**src/rtl/nasti_stream_pkg.sv**
```systemverilog
`default_nettype none
// +----------------------------------------------------------------------+
// | Module   : nasti_stream_pkg                                          |
// | Purpose  : Shared beat layout, write-FSM state encoding and a width  |
// |            helper for the NASTI-stream packet FIFO.                  |
// | Revision : 1.0 - initial release                                     |
// +----------------------------------------------------------------------+
package nasti_stream_pkg;

  localparam int c_id_width   = 1;
  localparam int c_dest_width = 1;
  localparam int c_user_width = 1;
  localparam int c_data_width = 64;
  localparam int c_strb_width = c_data_width / 8;

  // One stored beat, in the same field order the FIFO packs into its RAM.
  typedef struct packed {
    logic [c_data_width-1:0] data;
    logic [c_strb_width-1:0] strb;
    logic [c_strb_width-1:0] keep;
    logic                    last;
    logic [c_id_width-1:0]   id;
    logic [c_dest_width-1:0] dest;
    logic [c_user_width-1:0] user;
  } nasti_stream_beat_t;

  typedef enum logic [1:0] {
    IDLE = 2'd0,
    FILL = 2'd1,
    CUT  = 2'd2
  } pkt_fifo_state_e;

  // Bits needed to hold one beat for an arbitrary lane configuration.
  function automatic int beat_width(input int data_w, input int id_w,
                                    input int dest_w, input int user_w);
    return data_w + 2 * (data_w / 8) + 1 + id_w + dest_w + user_w;
  endfunction

endpackage
`default_nettype wire

```
**src/rtl/nasti_stream_channel.sv**
```systemverilog
`default_nettype none
// +----------------------------------------------------------------------+
// | Module   : nasti_stream_channel                                      |
// | Purpose  : One NASTI-stream lane (valid/ready plus payload fields).  |
// | Revision : 1.0 - initial release                                     |
// +----------------------------------------------------------------------+
interface nasti_stream_channel #(
  parameter int ID_WIDTH   = 1,
  parameter int DEST_WIDTH = 1,
  parameter int USER_WIDTH = 1,
  parameter int DATA_WIDTH = 64
);
  logic                    t_valid;
  logic                    t_ready;
  logic [DATA_WIDTH-1:0]   t_data;
  logic [DATA_WIDTH/8-1:0] t_strb;
  logic [DATA_WIDTH/8-1:0] t_keep;
  logic                    t_last;
  logic [ID_WIDTH-1:0]     t_id;
  logic [DEST_WIDTH-1:0]   t_dest;
  logic [USER_WIDTH-1:0]   t_user;

  modport master (output t_valid, t_data, t_strb, t_keep, t_last, t_id, t_dest, t_user,
                  input  t_ready);
  modport slave  (input  t_valid, t_data, t_strb, t_keep, t_last, t_id, t_dest, t_user,
                  output t_ready);
endinterface
`default_nettype wire

```
**src/rtl/nasti_stream_pkt_fifo_ram.sv**
```systemverilog
`default_nettype none
// +----------------------------------------------------------------------+
// | Module   : nasti_stream_pkt_fifo_ram                                 |
// | Purpose  : 1-write / 1-asynchronous-read beat array backing the      |
// |            packet FIFO; isolated so it can be mapped to distributed  |
// |            or block RAM without touching the pointer logic.          |
// | Revision : 1.0 - initial release                                     |
// +----------------------------------------------------------------------+
module nasti_stream_pkt_fifo_ram #(
  parameter int DEPTH = 16,
  parameter int WIDTH = 8
) (
  input  logic                     clk,
  input  logic                     i_we,
  input  logic [$clog2(DEPTH)-1:0] i_waddr,
  input  logic [WIDTH-1:0]         i_wdata,
  input  logic [$clog2(DEPTH)-1:0] i_raddr,
  output logic [WIDTH-1:0]         o_rdata
);

  logic [WIDTH-1:0] r_mem [DEPTH];

  // Write port; contents are never reset, readers gate them with valid.
  always_ff @(posedge clk) begin
    if (i_we) r_mem[i_waddr] <= i_wdata;
  end

  assign o_rdata = r_mem[i_raddr];

endmodule
`default_nettype wire

```
**src/rtl/nasti_stream_pkt_fifo.sv**
```systemverilog
`default_nettype none
// +----------------------------------------------------------------------+
// | Module   : nasti_stream_pkt_fifo                                     |
// | Purpose  : Store-and-forward packet FIFO for one NASTI-stream lane.  |
// |            Beats are held until t_last, then released back-to-back.  |
// |            Packets larger than the buffer fall back to cut-through.  |
// |            Define NASTI_STREAM_PKT_FIFO_DROP_EN to discard packets   |
// |            whose last beat carries t_user[0]=1 and count them on     |
// |            drop_count.                                               |
// | Revision : 1.0 - initial release                                     |
// +----------------------------------------------------------------------+
module nasti_stream_pkt_fifo
  import nasti_stream_pkg::*;
#(
  parameter int DEPTH      = 16,
  parameter int ID_WIDTH   = 1,
  parameter int DEST_WIDTH = 1,
  parameter int USER_WIDTH = 1,
  parameter int DATA_WIDTH = 64
) (
  input  logic                     aclk,
  input  logic                     areset,
  nasti_stream_channel.slave       src,
  nasti_stream_channel.master      dest,
  output logic [$clog2(DEPTH):0]   pkt_count
`ifdef NASTI_STREAM_PKT_FIFO_DROP_EN
  ,
  output logic [15:0]              drop_count
`endif
);

  localparam int c_aw     = $clog2(DEPTH);
  localparam int c_strb_w = DATA_WIDTH / 8;
  localparam int c_beat_w = beat_width(DATA_WIDTH, ID_WIDTH, DEST_WIDTH, USER_WIDTH);
  localparam logic [c_aw:0] c_depth = DEPTH[c_aw:0];

  // Pointers carry one extra wrap bit so full and empty are distinguishable.
  logic [c_aw:0]   r_wr_ptr, r_cm_ptr, r_rd_ptr;
  logic [c_aw:0]   r_pkt_count;
  pkt_fifo_state_e r_state;
  logic            r_cut;

  logic w_full, w_wr_en, w_rd_en, w_valid;
  logic w_commit, w_drop, w_enter_cut, w_cut_wr;

  logic [c_beat_w-1:0]   w_wdata, w_rdata;
  logic [DATA_WIDTH-1:0] w_rd_data;
  logic [c_strb_w-1:0]   w_rd_strb, w_rd_keep;
  logic                  w_rd_last;
  logic [ID_WIDTH-1:0]   w_rd_id;
  logic [DEST_WIDTH-1:0] w_rd_dest;
  logic [USER_WIDTH-1:0] w_rd_user;

  assign w_full      = (r_wr_ptr - r_rd_ptr) == c_depth;
  assign src.t_ready = !w_full;
  assign w_wr_en     = src.t_valid && !w_full;

  // Committed beats are readable; while cutting through, everything written is.
  assign w_valid = (r_rd_ptr != r_cm_ptr) || (r_cut && (r_rd_ptr != r_wr_ptr));
  assign w_rd_en = w_valid && dest.t_ready;

  assign w_cut_wr    = w_wr_en && (r_state == CUT);
  // An open packet that alone fills the buffer can never commit: stream it.
  assign w_enter_cut = (r_state == FILL) && w_full && (r_pkt_count == '0);

`ifdef NASTI_STREAM_PKT_FIFO_DROP_EN
  assign w_drop = w_wr_en && src.t_last && src.t_user[0] && (r_state != CUT);
`else
  assign w_drop = 1'b0;
`endif
  assign w_commit = w_wr_en && src.t_last && !w_drop;

  assign w_wdata = {src.t_data, src.t_strb, src.t_keep, src.t_last,
                    src.t_id, src.t_dest, src.t_user};

  nasti_stream_pkt_fifo_ram #(
    .DEPTH (DEPTH),
    .WIDTH (c_beat_w)
  ) u_ram (
    .clk     (aclk),
    .i_we    (w_wr_en),
    .i_waddr (r_wr_ptr[c_aw-1:0]),
    .i_wdata (w_wdata),
    .i_raddr (r_rd_ptr[c_aw-1:0]),
    .o_rdata (w_rdata)
  );

  assign {w_rd_data, w_rd_strb, w_rd_keep, w_rd_last,
          w_rd_id, w_rd_dest, w_rd_user} = w_rdata;

  // Payload is zeroed whenever nothing is presented so stale RAM never leaks.
  assign dest.t_valid = w_valid;
  assign dest.t_data  = w_valid ? w_rd_data : '0;
  assign dest.t_strb  = w_valid ? w_rd_strb : '0;
  assign dest.t_keep  = w_valid ? w_rd_keep : '0;
  assign dest.t_last  = w_valid && w_rd_last;
  assign dest.t_id    = w_valid ? w_rd_id   : '0;
  assign dest.t_dest  = w_valid ? w_rd_dest : '0;
  assign dest.t_user  = w_valid ? w_rd_user : '0;

  // Pointer and packet-count bookkeeping.
  always_ff @(posedge aclk) begin
    if (areset) begin
      r_wr_ptr    <= '0;
      r_cm_ptr    <= '0;
      r_rd_ptr    <= '0;
      r_pkt_count <= '0;
    end else begin
      if (w_drop)       r_wr_ptr <= r_cm_ptr;
      else if (w_wr_en) r_wr_ptr <= r_wr_ptr + 1'b1;

      // Entering cut-through releases the beats already buffered.
      if (w_commit || w_cut_wr) r_cm_ptr <= r_wr_ptr + 1'b1;
      else if (w_enter_cut)     r_cm_ptr <= r_wr_ptr;

      if (w_rd_en) r_rd_ptr <= r_rd_ptr + 1'b1;

      case ({w_commit, w_rd_en && w_rd_last})
        2'b10:   r_pkt_count <= r_pkt_count + 1'b1;
        2'b01:   r_pkt_count <= r_pkt_count - 1'b1;
        default: r_pkt_count <= r_pkt_count;
      endcase
    end
  end

  // Write-side packet state machine; cut is its registered output.
  always_ff @(posedge aclk) begin
    if (areset) begin
      r_state <= IDLE;
      r_cut   <= 1'b0;
    end else begin
      case (r_state)
        IDLE: if (w_wr_en && !src.t_last) r_state <= FILL;
        FILL: begin
          if (w_wr_en && src.t_last) begin
            r_state <= IDLE;
          end else if (w_enter_cut) begin
            r_state <= CUT;
            r_cut   <= 1'b1;
          end
        end
        CUT: begin
          if (w_wr_en && src.t_last) begin
            r_state <= IDLE;
            r_cut   <= 1'b0;
          end
        end
        default: begin
          r_state <= IDLE;
          r_cut   <= 1'b0;
        end
      endcase
    end
  end

  assign pkt_count = r_pkt_count;

`ifdef NASTI_STREAM_PKT_FIFO_DROP_EN
  logic [15:0] r_drop_count;

  // Saturating count of discarded packets.
  always_ff @(posedge aclk) begin
    if (areset)                                r_drop_count <= '0;
    else if (w_drop && r_drop_count != 16'hFFFF) r_drop_count <= r_drop_count + 1'b1;
  end

  assign drop_count = r_drop_count;
`endif

endmodule
`default_nettype wire

```
**src/flat_wrapper.sv**
```systemverilog
// flat-port wrapper written by rule: the top's interface ports become plain ports
module nasti_stream_pkt_fifo_flat import nasti_stream_pkg::*;
#(
  parameter int DEPTH      = 16,
  parameter int ID_WIDTH   = 1,
  parameter int DEST_WIDTH = 1,
  parameter int USER_WIDTH = 1,
  parameter int DATA_WIDTH = 64
)
  (aclk, areset, pkt_count, src_t_valid, src_t_data, src_t_strb, src_t_keep, src_t_last, src_t_id, src_t_dest, src_t_user, src_t_ready, dest_t_valid, dest_t_data, dest_t_strb, dest_t_keep, dest_t_last, dest_t_id, dest_t_dest, dest_t_user, dest_t_ready);
  nasti_stream_channel #(.ID_WIDTH(ID_WIDTH), .DEST_WIDTH(DEST_WIDTH), .USER_WIDTH(USER_WIDTH), .DATA_WIDTH(DATA_WIDTH)) src_i ();
  nasti_stream_channel #(.ID_WIDTH(ID_WIDTH), .DEST_WIDTH(DEST_WIDTH), .USER_WIDTH(USER_WIDTH), .DATA_WIDTH(DATA_WIDTH)) dest_i ();
  input  logic aclk;
  input  logic areset;
  output logic [$clog2(DEPTH):0] pkt_count;
  input wire logic [$bits(src_i.t_valid)-1:0] src_t_valid;
  input wire logic [$bits(src_i.t_data)-1:0] src_t_data;
  input wire logic [$bits(src_i.t_strb)-1:0] src_t_strb;
  input wire logic [$bits(src_i.t_keep)-1:0] src_t_keep;
  input wire logic [$bits(src_i.t_last)-1:0] src_t_last;
  input wire logic [$bits(src_i.t_id)-1:0] src_t_id;
  input wire logic [$bits(src_i.t_dest)-1:0] src_t_dest;
  input wire logic [$bits(src_i.t_user)-1:0] src_t_user;
  output wire logic [$bits(src_i.t_ready)-1:0] src_t_ready;
  output wire logic [$bits(dest_i.t_valid)-1:0] dest_t_valid;
  output wire logic [$bits(dest_i.t_data)-1:0] dest_t_data;
  output wire logic [$bits(dest_i.t_strb)-1:0] dest_t_strb;
  output wire logic [$bits(dest_i.t_keep)-1:0] dest_t_keep;
  output wire logic [$bits(dest_i.t_last)-1:0] dest_t_last;
  output wire logic [$bits(dest_i.t_id)-1:0] dest_t_id;
  output wire logic [$bits(dest_i.t_dest)-1:0] dest_t_dest;
  output wire logic [$bits(dest_i.t_user)-1:0] dest_t_user;
  input wire logic [$bits(dest_i.t_ready)-1:0] dest_t_ready;
  assign src_i.t_valid = src_t_valid;
  assign src_i.t_data = src_t_data;
  assign src_i.t_strb = src_t_strb;
  assign src_i.t_keep = src_t_keep;
  assign src_i.t_last = src_t_last;
  assign src_i.t_id = src_t_id;
  assign src_i.t_dest = src_t_dest;
  assign src_i.t_user = src_t_user;
  assign src_t_ready = src_i.t_ready;
  assign dest_t_valid = dest_i.t_valid;
  assign dest_t_data = dest_i.t_data;
  assign dest_t_strb = dest_i.t_strb;
  assign dest_t_keep = dest_i.t_keep;
  assign dest_t_last = dest_i.t_last;
  assign dest_t_id = dest_i.t_id;
  assign dest_t_dest = dest_i.t_dest;
  assign dest_t_user = dest_i.t_user;
  assign dest_i.t_ready = dest_t_ready;
  nasti_stream_pkt_fifo #(.DEPTH(DEPTH), .ID_WIDTH(ID_WIDTH), .DEST_WIDTH(DEST_WIDTH), .USER_WIDTH(USER_WIDTH), .DATA_WIDTH(DATA_WIDTH)) u_core (.aclk(aclk), .areset(areset), .src(src_i), .dest(dest_i), .pkt_count(pkt_count));
endmodule
```
**config.mk**
```make
export PLATFORM = sky130hd
export DESIGN_NAME = nasti_stream_pkt_fifo_flat
export DESIGN_NICKNAME = d
export VERILOG_FILES = /design/src/rtl/nasti_stream_pkg.sv /design/src/rtl/nasti_stream_channel.sv /design/src/rtl/nasti_stream_pkt_fifo_ram.sv /design/src/rtl/nasti_stream_pkt_fifo.sv /design/src/flat_wrapper.sv
export SDC_FILE = /design/constraint.sdc
export NUM_CORES = 1
export LEC_CHECK = 0
export ABC_CLOCK_PERIOD_IN_PS = 11800
export CAP_MARGIN = 40
export CORE_UTILIZATION = 60
export DETAILED_ROUTE_END_ITERATION = 6
export PLACE_DENSITY = 0.88
export REMOVE_ABC_BUFFERS = 1
export SETUP_SLACK_MARGIN = 0.4
export SLEW_MARGIN = 20
export SYNTH_ARGS = -nofsm -noshare
export SYNTH_HDL_FRONTEND = slang
export SYNTH_SLANG_ARGS = --single-unit
```
**constraint.sdc**
```tcl
create_clock -name aclk -period 11.8 [get_ports aclk]
set_input_delay 1.18 -clock aclk [delete_from_list [all_inputs] [get_ports aclk]]
set_output_delay 1.18 -clock aclk [all_outputs]
set_load 0.02 [all_outputs]
```
* Word level (Yosys, flattened, before mapping)
Memories as Yosys holds them, arrays and structs flattened. A register that Yosys moved wholly into a read port is not among the register bits. Index checks and enable logic that the tools add are counted.
Cells by class: add/subtract/negate cells 5, multiply operators 0, divide/modulo/power cells 0, $lt $le $gt $ge 0, eq/ne operators 12, shift operators 0, mux-type cells 22, bitwise logic cells 1, reduce and logical (&&, ||, !) cells 20
Operators with widths (count):
- 64-bit 2-to-1 mux | 1
- 8-bit 2-to-1 mux | 2
- 5-bit by 1-bit adder with 5-bit output, second input constant | 3
- 1-bit logical AND | 10
- 5-bit 2-to-1 mux | 2
- 5-bit inequality test | 2
- 5-bit case mux with 2 select lines | 1
- 1-bit 2-to-1 mux | 8
- 2-bit 2-to-1 mux | 4
- 4-bit 2-to-1 mux | 2
- 2-bit by 1-bit inequality test with 1-bit output, second input constant | 3
- 2-bit case mux with 3 select lines | 1
- 5-bit equality test, second input constant | 1
- 5-bit logical NOT | 1
- 5-bit by 1-bit subtractor with 5-bit output, second input constant | 1
- 5-bit subtractor | 1
- 2-bit by 1-bit equality test with 1-bit output, second input constant | 2
- 2-bit equality test, second input constant | 2
- 4-bit AND reduction | 1
- 2-bit nonzero test | 2
- 3-bit by 1-bit inequality test with 1-bit output, second input constant | 1
- 1-bit case mux with 3 select lines | 1
- 3-bit AND reduction | 1
- 1-bit logical NOT | 2
- 4 further kinds | 5
Word-level totals: register bits after elaboration 23, bits in latches 0, bits in writable memories 1344, ROM bits 0, output and inout port bits 91, word-level logic and storage cells 67, memories kept 1
Memories:
- u_core.u_ram.r_mem | words 16, bits a word 84, rd ports 1, clocked after memory_dff 1, wr ports 1, RTL line nasti_stream_pkt_fifo_ram.sv:21 | logic [WIDTH-1:0] r_mem [DEPTH];

* Longest topological paths before layout
word-level depth 7, mapped depth 19, gate-level depth less buffers 17

* Cells and area by module
From an unflattened synthesis, not the netlist that was laid out.
Second synthesis, totals: cell total of the unflattened synthesis 2350, area, all modules 52540.4 sq um
By module, submodules not included:
- nasti_stream_pkt_fifo_ram | instances 1, cells an instance 2070, area an instance 50370.8 sq um, sequential area each 40358.7 sq um
- nasti_stream_pkt_fifo | instances 1, cells an instance 280, area an instance 2169.6 sq um, sequential area each 460.4 sq um

* Worst setup path before layout
Ideal clock, no wire load.
kind register -> register, from register u_core.r_rd_ptr[2], to memory u_core.u_ram.r_mem[3][0] in the netlist's numbering (enable), arrival 9.621 ns, required time 11.067 ns, setup slack 1.446 ns, stages on the path, launching flop included 9, buffers on the path 1, period minus slack after synthesis 10.354 ns, cell sequence dfxtp_1 inv_1 ha_1 and3b_1 o21ai_0 and2_1 o41ai_2 buf_2 nor4_1
On the way: cells in the longest elaborated chain, start to end 6
RTL lines:
- start: declaration | RTL line nasti_stream_pkt_fifo.sv:38 | logic [c_aw:0] r_wr_ptr, r_cm_ptr, r_rd_ptr;
- start signal: assignment | RTL line nasti_stream_pkt_fifo.sv:116 | if (w_rd_en) r_rd_ptr <= r_rd_ptr + 1'b1;
- 5-bit subtractor | RTL line nasti_stream_pkt_fifo.sv:54 | assign w_full = (r_wr_ptr - r_rd_ptr) == c_depth;
- 5-bit equality test | RTL line nasti_stream_pkt_fifo.sv:54
- 1-bit logical NOT | RTL line nasti_stream_pkt_fifo.sv:56 | assign w_wr_en = src.t_valid && !w_full;
- 1-bit logical AND | RTL line nasti_stream_pkt_fifo.sv:56
- 1-bit 2-to-1 mux | RTL line nasti_stream_pkt_fifo_ram.sv:25 | if (i_we) r_mem[i_waddr] <= i_wdata;
- 1-bit 2-to-1 mux (not written as such) | RTL line nasti_stream_pkt_fifo_ram.sv:25
- end: declaration | RTL line nasti_stream_pkt_fifo_ram.sv:21
Every way passes these cells.

==> run_results.csv <==
group,metric,value,unit
synth,synth_edf_count,1344,
global_routing,grt_use_total,30.91,%
synth,synth-seq-area-share,77.78,%
global_routing,grt_max_degree,186,
route,drt_iter0_drc,4158,
cts,htreeDepth,3,
die,dieArea,88820,sq um
die,start_util,60.61,%
cells_and_area,area_growth_syn_to_layout,14.97,%
pwr,leakagePower,18.35,nW
critical_path,cp-end-kind,"primary output",
timing,fin_setup_tns,0,ps
timing,finalMaxSlewViolations,0,
placement,dp_hpwl,65790,um
synth,synth_cell_type_count,48,
cts,tritoncts,"yes",
route,wirelength,136800,um
die,core_area,86750,sq um
synth,async_flop_share,0,%
route,num_vias,25897,
timing,hold_violations,0,
cts,post_cts_buffers,0,
timing,min_period,6552,ps
cts,clkTransAtPathRegs,70,ps
global_routing,antenna_found_initial,15,
placement,dp.cells,3442,
synth,synth-seq-cells,1371,
outcome,status,"finished clean",
timing,setup_viol,0,
route,wl_per_cell,37.17,um
cts,clkLatencyLatePin,720,ps
critical_path,critical_path_class,"flop to primary output",
timing,period_share,55.53,%
cts,clock_sinks,1371,
synth,synth_cells,2167,
die,die_w,298.0,um
cells_and_area,fillers,4648,
placement,io_buffer_count,178,
die,die_h,298.0,um
cts,ctsResizeCount,0,
cells_and_area,nets,2517,
die,rows,108,
route,routed_via_density,7.037,
synth,synth_area,52580,sq um
die,io_pins,179,
placement,routabilityCongestion,0.7763,
cells_and_area,stdcell_area,60450,sq um
cts,hold_buffers,0,
timing,fmax,152.6,MHz
cts,clk_path_buf_depth,3,
global_routing,grt_pass1_wl,193400,um
critical_path,crit_arrival,5370,ps
route,drcViolationCount,0,
global_routing,gr-total-overflow,0,
synth,synth_warnings,0,
synth,synth.avg_cell_area,24.26,sq um
timing,rsz0062_at_grt,"false",
timing,worst_pin_slew,1184,ps
cells_and_area,final_cell_mix,"edfxtp_1 (1344), mux4_2 (419), clkdlybuf4s50_1 (178)",
critical_path,cp-start-kind,"flop",
placement,post_dp_cell_area,56200,sq um
synth,ys.flop_type,"edfxtp_1",
critical_path,cp_max_fo,185,
cells_and_area,final_core_util,69.69,%
timing,finalClockSkew,46.93,ps
route,firstDrtPassIters,7,
global_routing,grt_pass1_vias,26747,
job,cap_viol_max_count,0,
cells_and_area,drive_above_1_share,27.18,%
min_path,hold_class,"flop to flop",
cells_and_area,final_cells,3680,
critical_path,critPathRequiredTime,10620,ps
pwr,ir_drop,162.2,uV
route,antenna_left,0,
timing,timing.slew.headroom,21.09,%
cts,cts_made_buffers,120,
cts,cts_root_buf,"clkbuf_16",
pwr,p_per_area,204.4,nW/um^2
cells_and_area,final_common_cell,"edfxtp_1",
## metal layers
| metal | routed length, um | global-route usage, % |
|---|---|---|
| met5 | 60 | 0 |
| met4 | 4690 | 11.67 |
| met3 | 13040 | 5.695 |
| met2 | 70940 | 51.53 |
| met1 | 48040 | 41.20 |
## kinds of logic after synthesis
logic type,after synthesis,share of synthesized area [%]
flip-flops,1371,77.78
multiplexers,423,18.02
AND/OR/NAND/NOR,177,1.949
buffers and inverters,123,1.059
AO/OA/AOI/OAI,44,0.6092
XOR/XNOR,16,0.2665
adder cells (fa/ha/maj),13,0.3094
## cells in the mapped netlist (all sizes together), types with 2 or more instances
cell	instances	area, sq um
a211oi	3	22.52
a21o	3	22.52
a21oi	12	60.06
a311oi	2	17.52
a31oi	2	12.51
a41oi	3	26.28
and2	17	106.4
and3	2	12.51
and4	2	17.52
buf	50	282.8
clkbuf	62	232.7
dfxtp	27	540.5
edfxtp	1344	40360
ha	13	162.7
inv	11	41.29
mux2i	4	40.04
mux4	419	9437
nand2	18	67.56
nand2b	2	12.51
nand3	8	40.04
nand4	2	12.51
nor2	16	60.06
nor2b	88	550.5
nor3	5	25.02
nor3b	2	15.01
nor4b	3	26.28
o21ai	7	35.03
o41ai	2	43.80
or3	8	50.05
xnor2	7	61.31
xor2	9	78.83
## path summary, 6_finish.rpt
| check | from | endpoint | depth (start not counted) | slack [ps] |
|---|---|---|---|---|
| setup / recovery | flop | dest_t_data[45] | 8 | 5250 |
| hold / removal | u_core.r_cm_ptr[1] | u_core.r_cm_ptr[1] | 2 | 510 |
| setup reg to reg | flop | u_core.pkt_count[4] | 15 | 6580 |
| hold reg to reg | u_core.r_cm_ptr[1] | u_core.r_cm_ptr[1] | 2 | 510 |
## power by group
group	internal [mW]	switching, mW	total (mW)
registers	5.54	0.0976	5.64
logic	1.21	1.37	2.58
clock network	2.30	1.84	4.14
total	9.04	3.31	12.4
## layout make-up
class / instances / area (sq um) / area share (%)
Timing Repair Buffer: 239 / 2785 / 4.607
Multi-Input combinational cell: 673 / 11180 / 18.49
Tap cell: 1155 / 1445 / 2.390
Sequential cell: 1371 / 40910 / 67.68
Inverter: 11 / 41.29 / 0.06830
Clock buffer: 138 / 3070 / 5.079
Antenna cell: 8 / 20.02 / 0.03311
Clock inverter: 85 / 1002 / 1.658
## flip-flops by register name, summed over array words and instances (netlist names), named ones only
signal / cells
u_core.pkt_count: 5
u_core.r_cm_ptr: 5
u_core.r_cut: 1
u_core.r_rd_ptr: 5
u_core.r_state: 2
u_core.r_wr_ptr: 5
u_core.u_ram.r_mem: 1344
## metrics by stage
stage	hold WS, ps	setup WS, ps	total power, mW
after CTS	511.7	5273	12.35
after detailed placement	502.8	6132	8.232
after floorplan	459.8	-5887	7.786
after global placement	484.5	5900	8.081
final	512.1	5248	12.36
after global routing	533.7	5166	12.65
## critical path: stages, from the launching register on
cell and delay, ps:
dfxtp_4 660, buf_12 320, buf_12 810, buf_4 570
buf_16 350, mux4_2 390, mux4_2 530, nor2b_1 170
clkdlybuf4s50_1 650
Note: power is estimated with default switching activity, not from simulation.
